--- src/rtl/ltz_edge_catch.sv ---
// Edge detector with a glitch filter and a one-entry event buffer that sets a sticky overflow flag on drops.
// Optional accepted-event counter is enabled by defining LTZ_EDGE_CATCH_CNT_EN.
module ltz_edge_catch #(
  parameter int   FILTER  = 4,
  parameter int   CNT_W   = 8,
  parameter logic INITVAL = 1'b0
) (
  input  logic             clk,
  input  logic             rst_n,
  input  logic             sin,
  input  logic             rise_en,
  input  logic             fall_en,
  input  logic             evt_ready,
  input  logic             ovf_clr,
  output logic             level,
  output logic             evt_valid,
  output logic             evt_rise,
  output logic             evt_ovf,
  output logic [CNT_W-1:0] evt_cnt
);

  typedef enum logic [0:0] {
    STABLE  = 1'b0,
    QUALIFY = 1'b1
  } state_t;

  localparam logic [7:0] FILTER_C = 8'(FILTER);

  state_t     state_r;
  logic [7:0] qual_r;
  logic       level_r;
  logic       evt_valid_r;
  logic       evt_rise_r;
  logic       evt_ovf_r;

  logic [7:0] qual_nxt_s;
  logic       toggle_s;
  logic       gen_s;
  logic       accept_s;
  logic       load_s;
  logic       drop_s;

  // Qualification count and event/handshake decisions for this cycle
  always_comb begin
    qual_nxt_s = 8'd0;
    toggle_s   = 1'b0;
    if (sin != level_r) begin
      if (state_r == QUALIFY) begin
        qual_nxt_s = qual_r + 8'd1;
      end else begin
        qual_nxt_s = 8'd1;
      end
      toggle_s = (qual_nxt_s == FILTER_C);
    end else begin
      qual_nxt_s = 8'd0;
      toggle_s   = 1'b0;
    end
    gen_s    = toggle_s & ((~level_r & rise_en) | (level_r & fall_en));
    accept_s = evt_valid_r & evt_ready;
    load_s   = gen_s & (~evt_valid_r | evt_ready);
    drop_s   = gen_s & evt_valid_r & ~evt_ready;
  end

  // Filter FSM: level only toggles after FILTER consecutive differing samples
  always_ff @(posedge clk or negedge rst_n) begin
    if (!rst_n) begin
      state_r <= STABLE;
      qual_r  <= 8'd0;
      level_r <= INITVAL;
    end else begin
      case (state_r)
        STABLE, QUALIFY: begin
          if (toggle_s) begin
            level_r <= ~level_r;
            state_r <= STABLE;
            qual_r  <= 8'd0;
          end else if (sin != level_r) begin
            state_r <= QUALIFY;
            qual_r  <= qual_nxt_s;
          end else begin
            state_r <= STABLE;
            qual_r  <= 8'd0;
          end
        end
        default: begin
          state_r <= STABLE;
          qual_r  <= 8'd0;
        end
      endcase
    end
  end

  // One-entry event buffer; a drop wins over ovf_clr in the same cycle
  always_ff @(posedge clk or negedge rst_n) begin
    if (!rst_n) begin
      evt_valid_r <= 1'b0;
      evt_rise_r  <= 1'b0;
      evt_ovf_r   <= 1'b0;
    end else begin
      if (load_s) begin
        evt_valid_r <= 1'b1;
        evt_rise_r  <= ~level_r;
      end else if (accept_s) begin
        evt_valid_r <= 1'b0;
      end
      if (drop_s) begin
        evt_ovf_r <= 1'b1;
      end else if (ovf_clr) begin
        evt_ovf_r <= 1'b0;
      end
    end
  end

`ifdef LTZ_EDGE_CATCH_CNT_EN
  logic [CNT_W-1:0] cnt_r;

  // Accepted-event counter, wraps naturally at 2^CNT_W
  always_ff @(posedge clk or negedge rst_n) begin
    if (!rst_n) begin
      cnt_r <= {CNT_W{1'b0}};
    end else if (accept_s) begin
      cnt_r <= cnt_r + CNT_W'(1'b1);
    end
  end

  assign evt_cnt = cnt_r;
`else
  assign evt_cnt = {CNT_W{1'b0}};
`endif

  assign level     = level_r;
  assign evt_valid = evt_valid_r;
  assign evt_rise  = evt_rise_r;
  assign evt_ovf   = evt_ovf_r;

endmodule
--- config.mk ---
export PLATFORM = sky130hd
export DESIGN_NAME = ltz_edge_catch
export DESIGN_NICKNAME = d
export VERILOG_FILES = /design/src/rtl/ltz_edge_catch.sv
export SDC_FILE = /design/constraint.sdc
export NUM_CORES = 1
export LEC_CHECK = 0
export BUFFER_PORTS_ARGS = -buffer_cell sky130_fd_sc_hd__buf_4
export CORE_MARGIN = 1
export CORE_UTILIZATION = 46
export CTS_CLUSTER_SIZE = 10
export DETAILED_ROUTE_END_ITERATION = 12
export MAX_ROUTING_LAYER = met4
export PLACE_DENSITY_LB_ADDON = 0.3
export SYNTH_ARGS = -nofsm -noshare
export SYNTH_HDL_FRONTEND = slang
export SYNTH_SLANG_ARGS = --single-unit
--- constraint.sdc ---
create_clock -name clk -period 1.9 [get_ports clk]
set_clock_uncertainty 0.2 [all_clocks]
set_input_delay 0.38 -clock clk [delete_from_list [all_inputs] [get_ports clk]]
set_output_delay 0.38 -clock clk [all_outputs]
set_load 0.02 [all_outputs]
==> qor.yml, run 1 <==
layout:
  utilization: 0.6209
  layout_common_cells: "buf_4 (19), dfrtp_1 (10), conb_1 (8), nor3_1 (5), xnor2_1 (4)"
  final_nets: 105
  syn2layout_area_growth_pct: 22.40
  fillerInstances: 135
  drive_above_1_share: 0.3854
  mostFrequentLayoutCell: "buf_4"
  antennaDiodeCount: 0
worst_setup_path:
  critical_path.reg2reg.endpoint: "evt_ovf"
  rrSetupSlack_ns: 0.04
  criticalPathCategory: "reg2reg"
  path_cells: "ha_4, xor2_2, and4_1, o211a_1, buf_4, a31o_2"
  setup.worst_path.end: "evt_ovf"
  cp-startpoint: "qual_r[1]"
  r2r_start: "qual_r[1]"
  cpPeakStageDelay_ns: 0.46
  crit_slowest_cell: "dfrtp_2"
  end_kind: "flip-flop"
  worstPathMaxFanout: 9
  r2r_cells: 6
  crit_arrival_ns: 1.82
  cp.required_ns: 1.87
  crit_path_start_kind: "flip-flop"
sta:
  timing.hold.ws_ns: 0.1583
  slew_violations: 0
  fin_crit_sh: 0.9769
  finalHoldViolCount: 0
  setup_viol: 0
  fmax_mhz: 538.8
  fin_crit_ns: 1.856
  grt_setup_unrepaired: "yes"
floorplan:
  die-area_um2: 1869
  initial_core_util: 0.5073
  row_count: 14
  num_io_pins: 19
  die_x_um: 43.23
  core_um2: 1541
  die_h_um: 43.23
global_route:
  overflow: 0
  grt_max_degree: 14
  grt_pass1_vias: 580
  grt_util_all_layers: 0.1891
  antenna_found_initial: 0
  grt_pass1_wl_um: 2456
cts:
  cts.sinks: 13
  cts.htree.levels: 1
  clk-insertion-delay-late_ns: 0.27
  clk_path_buf_depth: 2
  tritoncts: "yes"
  cts_buffers: 3
  root_buffer: "clkbuf_4"
  clkTransAtPathRegs_ns: 0.09
synth:
  syn_area_um2: 782.0
  synth-seq-area-share: 0.4160
  synth_warnings: 0
  synth_fa_ha_area_frac: 0.01600
  ys_types: 31
  ys_ff_latch: 13
  avgSynthCellArea_um2: 10.43
  ys_async_sr_fraction: 1.000
  synth-simple-area-share: 0.1824
  synth_top_family_by_area: "simple AND/OR/NAND/NOR gates"
  synthCells: 75
  synth-compound-area-share: 0.1552
  synth_xor_area_frac: 0.07840
  synth_mux_area_frac: 0.03200
  synth_flop_cell: "dfrtp_1"
  synth_edf_count: 0
place:
  portBuffers: 10
  gp_congestion: 0.8178
  dpl.hpwl_um: 1099
power:
  max-vdd-ir-drop_mv: 0.5621
  power_uw: 826.2
  leakage_uw: 0.0004476
  powerDensity_nw_per_um2: 863.2
route:
  num_vias: 623
  drtAntennaViolNets: 0
  drc: 0
  avgViaCountPerCell: 5.563
  wl_per_cell_um: 14.29
  wl_um: 1600
  firstDrtPassIters: 6
  drt-initial-drc-count: 7
flow_run:
  maxCapViolCount: 0
outcome:
  status: "completed"
min_path:
  hold_class: "in2reg"
==> Yosys cell counts (2+ instances only) <==
| cell type | number | share of area |
|---|---|---|
| a21oi_1 | 2 | 0.013 |
| nand3b_1 | 2 | 0.019 |
| inv_1 | 2 | 0.0096 |
| nor2_1 | 3 | 0.014 |
| a311oi_1 | 2 | 0.022 |
| xor2_1 | 3 | 0.034 |
| buf_6 | 2 | 0.029 |
| nor3_1 | 5 | 0.032 |
| buf_4 | 8 | 0.077 |
| a31o_2 | 3 | 0.034 |
| nand2_1 | 4 | 0.019 |
| nand3_1 | 3 | 0.019 |
| and3_2 | 2 | 0.019 |
| nor2b_1 | 2 | 0.016 |
| dfrtp_1 | 13 | 0.42 |
| xnor2_1 | 4 | 0.045 |
==> sequential cells by signal, indices dropped and copies added (netlist names) <==
| signal | cells |
|---|---|
| level | 1 |
| evt_ovf | 1 |
| evt_rise | 1 |
| state_r | 1 |
| qual_r | 8 |
| evt_valid | 1 |
==> logic make-up after synthesis <==
group,count (synthesis)
fa+ha+maj,1
mux,2
compound gates,13
simple gates,26
xor+xnor,7
other cells,1
buf+inv,12
flops,13
==> what timing repair did <==
item | in CTS | in global routing
endpoints found under the hold margin | 13 | 0
resized for setup | 1 | 5
pin swaps | 0 | 2
hold buffers | 1 | 0
buffers inserted | 0 | 2
endpoints found under the setup margin | 1 | 10
==> through the flow <==
step / worst slack [ns] / TNS (ns) / instances / instance area [um^2]
global placement: 0.03319 / 0 / 105 / 878.3
global route: -0.01032 / -0.01316 / 112 / 957.2
detailed placement: -0.008028 / -0.008028 / 105 / 878.3
floorplan: -0.01628 / -0.01628 / 82 / 813.3
CTS: 0.003823 / 0 / 110 / 915.9
finish: 0.04391 / 0 / 112 / 957.2
==> how the worst min path moves through the flow <==
| stage | start | end | cells after the start |
|---|---|---|---|
| floorplan | rst_n | evt_ovf | 0 |
| global placement | rst_n | qual_r[7] | 1 |
| detailed placement | rst_n | qual_r[7] | 1 |
| CTS | sin | level | 2 |
| global route | sin | level | 2 |
| finish | sin | level | 2 |
==> report_power, final <==
part | leakage (uW) | internal, uW | switching (uW)
logic | 0.000266 | 131 | 137
clock network | 0.0000150 | 81.3 | 93.4
registers | 0.000167 | 320 | 63.2
total | 0.000448 | 532 | 294
==> layer usage <==
metal	wire, um	track usage	up-vias	part of all wire
met2	859	0.3313	23	0.54
met5	0	-	-	0
met3	71	0.05106	0	0.044
met1	669	0.2000	307	0.42
met4	0	0.07273	0	0
li1	-	-	293	-
==> critical path, delay by kind of cell (launching register included) <==
kind	cells	cell delay, ns
flops	1	0.46
xor+xnor	1	0.18
compound gates	2	0.33
fa+ha+maj	1	0.20
simple gates	1	0.21
buf+inv	1	0.17
==> cell type report <==
type	count	area, um^2	share of cell area
clock buffer	4	26.28	0.02745
inverter	2	7.507	0.007843
multi-input combinational	57	421.7	0.4405
sequential	13	329.1	0.3438
tap	16	20.02	0.02092
timing repair buffer	20	152.6	0.1595
Note: power is estimated with default switching activity, not from simulation.
==> run 2, diff against run 1 <==
--- a/config.mk
+++ b/config.mk
@@ -11,7 +11,7 @@
 export CTS_CLUSTER_SIZE = 10
 export DETAILED_ROUTE_END_ITERATION = 12
 export MAX_ROUTING_LAYER = met4
-export PLACE_DENSITY_LB_ADDON = 0.3
+export PLACE_DENSITY_LB_ADDON = 0.2
 export SYNTH_ARGS = -nofsm -noshare
 export SYNTH_HDL_FRONTEND = slang
 export SYNTH_SLANG_ARGS = --single-unit
==> run 2 against run 1 <==
  * Final cell count is the same
  * Flip-flop and latch count is the same
  * Clock power is essentially flat
  * Sequential power is essentially flat
  * Register-to-register slack is essentially flat
  * First-iteration DRC count grew 29%
  * Hold slack gained 0.0064 ns
  * Critical path depth is the same
  * Highest routed layer unchanged
  * Largest cell class unchanged
  * Die area is the same
  * Total power grew 1.9%
  * Non-clock buffer count is the same
==> qor.yml, run 2 (same netlist as run 1, synthesis figures left out) <==
global_route:
  grt_pass1_vias: 599
  grt_pass1_wl_um: 2546
  antenna_found_initial: 0
  grt_max_degree: 14
  grt_util_all_layers: 0.1873
  overflow: 0
worst_setup_path:
  path_buf_inv: 1
  crit_slowest_cell: "dfrtp_2"
  end_kind: "flip-flop"
  crit_arrival_ns: 1.81
  worstPathMaxFanout: 9
  cp.required_ns: 1.86
  rrSetupSlack_ns: 0.05
  crit_path_start_kind: "flip-flop"
  criticalPathCategory: "reg2reg"
  critical_path.top_delay_family: "flip-flops"
  path_cells: "ha_4, xor2_2, and4_1, o211a_1, buf_4, a211oi_1"
  cpPeakStageDelay_ns: 0.46
power:
  max-vdd-ir-drop_mv: 0.5702
  seq_power_share: 0.458
  swShare: 0.3466
  p_int_uw: 550.1
  powerDensity_nw_per_um2: 879.6
  power.switching_uw: 291.8
  p_clk_frac: 0.206
  leakage_uw: 0.0004465
  p_comb_frac: 0.336
route:
  drtAntennaViolNets: 0
  wl_um: 1598
  drc: 0
  drt-initial-drc-count: 9
  wl_per_cell_um: 14.27
  num_vias: 593
  firstDrtPassIters: 4
  avgViaCountPerCell: 5.295
cts:
  clkTransAtPathRegs_ns: 0.09
  clk_path_buf_depth: 2
  cts.htree.levels: 1
  root_buffer: "clkbuf_4"
  tritoncts: "yes"
  cts_buffers: 3
  clk-insertion-delay-late_ns: 0.27
  cts.sinks: 13
place:
  dp.cells: 105
  detailedPlace.worstSlack_ns: -0.01232
  gp_congestion: 0.8051
  dpl.hpwl_um: 1135
  portBuffers: 10
layout:
  drive_above_1_share: 0.3854
  largest_reg_flops: 8
  syn2layout_area_growth_pct: 22.40
  instances_no_fill: 112
  mostFrequentLayoutCell: "buf_4"
  antennaDiodeCount: 0
  largest_register: "qual_r"
  layout_common_cells: "buf_4 (19), dfrtp_1 (10), conb_1 (8), nor3_1 (5), xnor2_1 (4)"
  final_nets: 105
sta:
  fin_setup_tns_ns: 0
  fin_crit_sh: 0.9739
  fin_crit_ns: 1.850
  finalWorstSetupSlack_ns: 0.04960
  setup_viol: 0
  fmax_mhz: 540.4
  slew_violations: 0
  finalHoldViolCount: 0
floorplan:
  row_count: 14
  initial_core_util: 0.5073
  num_io_pins: 19
  die_x_um: 43.23
  die-area_um2: 1869
  core_um2: 1541
  die_h_um: 43.23
flow_run:
  maxCapViolCount: 0
outcome:
  status: "completed"
min_path:
  hold_class: "in2reg"
[run 2: worst register-to-register path, cell delays in order, from the launching register on]
cell	delay (ns)
dfrtp_2	0.46
ha_4	0.20
xor2_2	0.17
and4_1	0.19
o211a_1	0.13
buf_4	0.17
a211oi_1	0.21
[run 2: area by class of cell]
class / count / area (um^2)
flip-flops and latches: 13 / 329.1
clock buffers: 4 / 26.28
fillers: 133 / 584.3
multi-input cells: 57 / 421.7
well taps: 16 / 20.02
inverters: 2 / 7.507
repair buffers: 20 / 152.6
[run 2: per-layer routing]
layer | up-vias | GRT usage | routed length, um
met3 | 0 | 0.03830 | 46
met1 | 285 | 0.2162 | 686
li1 | 293 | - | -
met4 | 0 | 0.01818 | 0
met2 | 15 | 0.3433 | 865
met5 | - | - | 0
[run 2: worst paths after layout]
path,cells after the start,from,to
setup reg to reg,6,qual_r[1],qual_r[0]
hold reg to reg,2,evt_rise,evt_rise
hold / removal,2,sin,level
max in group asynchronous,2,rst_n,qual_r[2]
min in group asynchronous,2,rst_n,qual_r[7]
setup / recovery,6,qual_r[1],qual_r[0]
[run 2: power by group through the flow]
stage               Clock [uW]  Combinational, uW  Sequential (uW)
floorplan                    0                150              375
global placement             0                231              372
detailed placement           0                230              375
CTS                        178                249              369
global route               190                308              394
finish                     174                282              386
[run 2: what timing repair did]
item	in CTS	in global routing
setup endpoints to repair	1	10
hold buffers	1	0
endpoints found under the hold margin	13	0
buffers inserted	1	1
pin swaps	0	2
gates resized for setup	0	6
[run 2: stage by stage]
step | power, uW | area [um^2] | util | hold WS, ns
floorplan | 525.2 | 813.3 | - | -0.1156
finish | 841.9 | 957.2 | 0.6209 | 0.1647
global route | 892.4 | 957.2 | 0.6209 | 0.1603
global placement | 602.6 | 878.3 | 0.5698 | 0.03698
detailed placement | 605.3 | 878.3 | 0.5698 | 0.03912
CTS | 795.6 | 922.1 | 0.5982 | 0.1635
==> run 3, diff against run 2 <==
--- a/config.mk
+++ b/config.mk
@@ -6,12 +6,13 @@
 export NUM_CORES = 1
 export LEC_CHECK = 0
 export BUFFER_PORTS_ARGS = -buffer_cell sky130_fd_sc_hd__buf_4
-export CORE_MARGIN = 1
+export CORE_MARGIN = 2
 export CORE_UTILIZATION = 46
 export CTS_CLUSTER_SIZE = 10
 export DETAILED_ROUTE_END_ITERATION = 12
 export MAX_ROUTING_LAYER = met4
 export PLACE_DENSITY_LB_ADDON = 0.2
+export SKIP_CTS_REPAIR_TIMING = 1
 export SYNTH_ARGS = -nofsm -noshare
 export SYNTH_HDL_FRONTEND = slang
 export SYNTH_SLANG_ARGS = --single-unit
==> run 3 against run 2 <==
  * Flip-flop and latch count is the same
  * Core utilization shrank 0.73 points
  * Sequential power is essentially flat
  * Non-clock buffer count shrank 2
  * Clock power is essentially flat
  * Sequential share of layout area grew 0.41 points
  * Register-to-register slack lost 0.04 ns
  * Largest cell class unchanged
  * Combinational power shrank 8.2%
  * Global-route usage shrank 0.67 points
  * Largest power group unchanged
==> qor.yml, run 3 (same netlist as run 1, synthesis figures left out) <==
outcome:
  status: "completed"
floorplan:
  num_io_pins: 19
  die-area_um2: 2046
  core_um2: 1541
  die_h_um: 45.23
  initial_core_util: 0.5073
  row_count: 14
  die_x_um: 45.23
global_route:
  overflow: 0
  grt_max_degree: 14
  grt_util_all_layers: 0.1807
  antenna_found_initial: 0
  grt_pass1_wl_um: 2532
  grt_pass1_vias: 587
cts:
  clk-insertion-delay-late_ns: 0.28
  clkTransAtPathRegs_ns: 0.08
  clk_path_buf_depth: 2
  cts_buffers: 3
  cts.sinks: 13
  tritoncts: "yes"
  cts.htree.levels: 1
  root_buffer: "clkbuf_4"
route:
  wl_met2_um: 754
  num_vias: 617
  firstDrtPassIters: 4
  avgViaCountPerCell: 5.609
  dr_wl_met3_um: 88
  wl_um: 1507
  drc: 0
  drtAntennaViolNets: 0
  highest_layer: "met4"
  m1WireLength_um: 642
  drt-initial-drc-count: 9
  wl_per_cell_um: 13.70
sta:
  fin_setup_tns_ns: 0
  grt_setup_unrepaired: "yes"
  timing.hold.ws_ns: 0.1588
  slew_violations: 0
  fin_crit_ns: 1.893
  fmax_mhz: 528.4
  fin_crit_sh: 0.9961
  setup_viol: 0
  finalHoldViolCount: 0
  finalWorstSetupSlack_ns: 0.007438
power:
  max-vdd-ir-drop_mv: 0.4634
  power_uw: 820.8
  seq_power_share: 0.470
  p_int_uw: 530.9
  leakage_uw: 0.0004374
  swShare: 0.3532
  powerDensity_nw_per_um2: 867.7
  p_clk_frac: 0.214
  power.switching_uw: 289.9
  p_comb_frac: 0.316
layout:
  seq_area_um2: 329.1
  final_cell_area_um2: 945.9
  layout_common_cells: "buf_4 (16), dfrtp_1 (10), conb_1 (8), nor3_1 (5), xnor2_1 (4)"
  largest_register: "qual_r"
  final_nets: 103
  antennaDiodeCount: 0
  largest_reg_flops: 8
  drive_above_1_share: 0.3723
  multi_input_area_um2: 421.7
  fillerInstances: 129
  syn2layout_area_growth_pct: 20.96
  mostFrequentLayoutCell: "buf_4"
min_path:
  hold_class: "in2reg"
worst_setup_path:
  crit_slowest_cell: "dfrtp_2"
  criticalPathCategory: "reg2reg"
  crit_arrival_ns: 1.87
  worstPathMaxFanout: 6
  path_buf_inv: 0
  critical_path.top_delay_family: "compound AO/OA/AOI/OAI gates"
  end_kind: "flip-flop"
  path_cells: "a31o_2, a2111oi_4, o211a_1, mux2_4"
  cp.required_ns: 1.87
  cpPeakStageDelay_ns: 0.46
  crit_path_start_kind: "flip-flop"
place:
  dpl.hpwl_um: 1102
  place_area_um2: 878.3
  gp_congestion: 0.8279
  detailedPlace.worstSlack_ns: 0.009935
  portBuffers: 10
flow_run:
  maxCapViolCount: 0
==> run 3: cell types whose count changed in the layout (fill, tap and decap cells not counted) <==
cell   delta
buf_4     -3
buf_6     +1
==> run 3: worst paths after layout <==
check	slack [ns]	depth (start not counted)	start	end
max	0.007	4	qual_r[0]	level
max in group asynchronous	1.05	2	rst_n	qual_r[2]
min reg2reg	0.33	1	state_r	qual_r[0]
min in group asynchronous	0.27	2	rst_n	qual_r[7]
max reg2reg	0.007	4	qual_r[0]	level
min	0.16	2	sin	level
==> run 3: stage by stage <==
| stage | utilization | cells |
|---|---|---|
| finish | 0.6136 | 110 |
| global route | 0.6136 | 110 |
| CTS | 0.5869 | 109 |
| detailed placement | 0.5698 | 105 |
| global placement | 0.5698 | 105 |
| floorplan | - | 82 |
==> run 3: per-layer routing <==
metal,vias to the layer above,GRT usage
met2,23,0.2686
met5,-,-
met3,2,0.04800
li1,290,-
met1,302,0.2337
met4,0,0.07059
==> run 3: power by group through the flow <==
stage                     sequential (uW)  clock (uW)  combinational, uW
after floorplan                       375           0                150
after global placement                372           0                231
after detailed placement              374           0                235
after CTS                             369         180                235
after global routing                  400         191                285
final                                 386         176                259
==> run 3: cell type report <==
type	count	area share
flip-flops and latches	13	0.3479
multi-input cells	57	0.4458
repair buffers	18	0.1495
inverters	2	0.007937
clock buffers	4	0.02778
well taps	16	0.02116
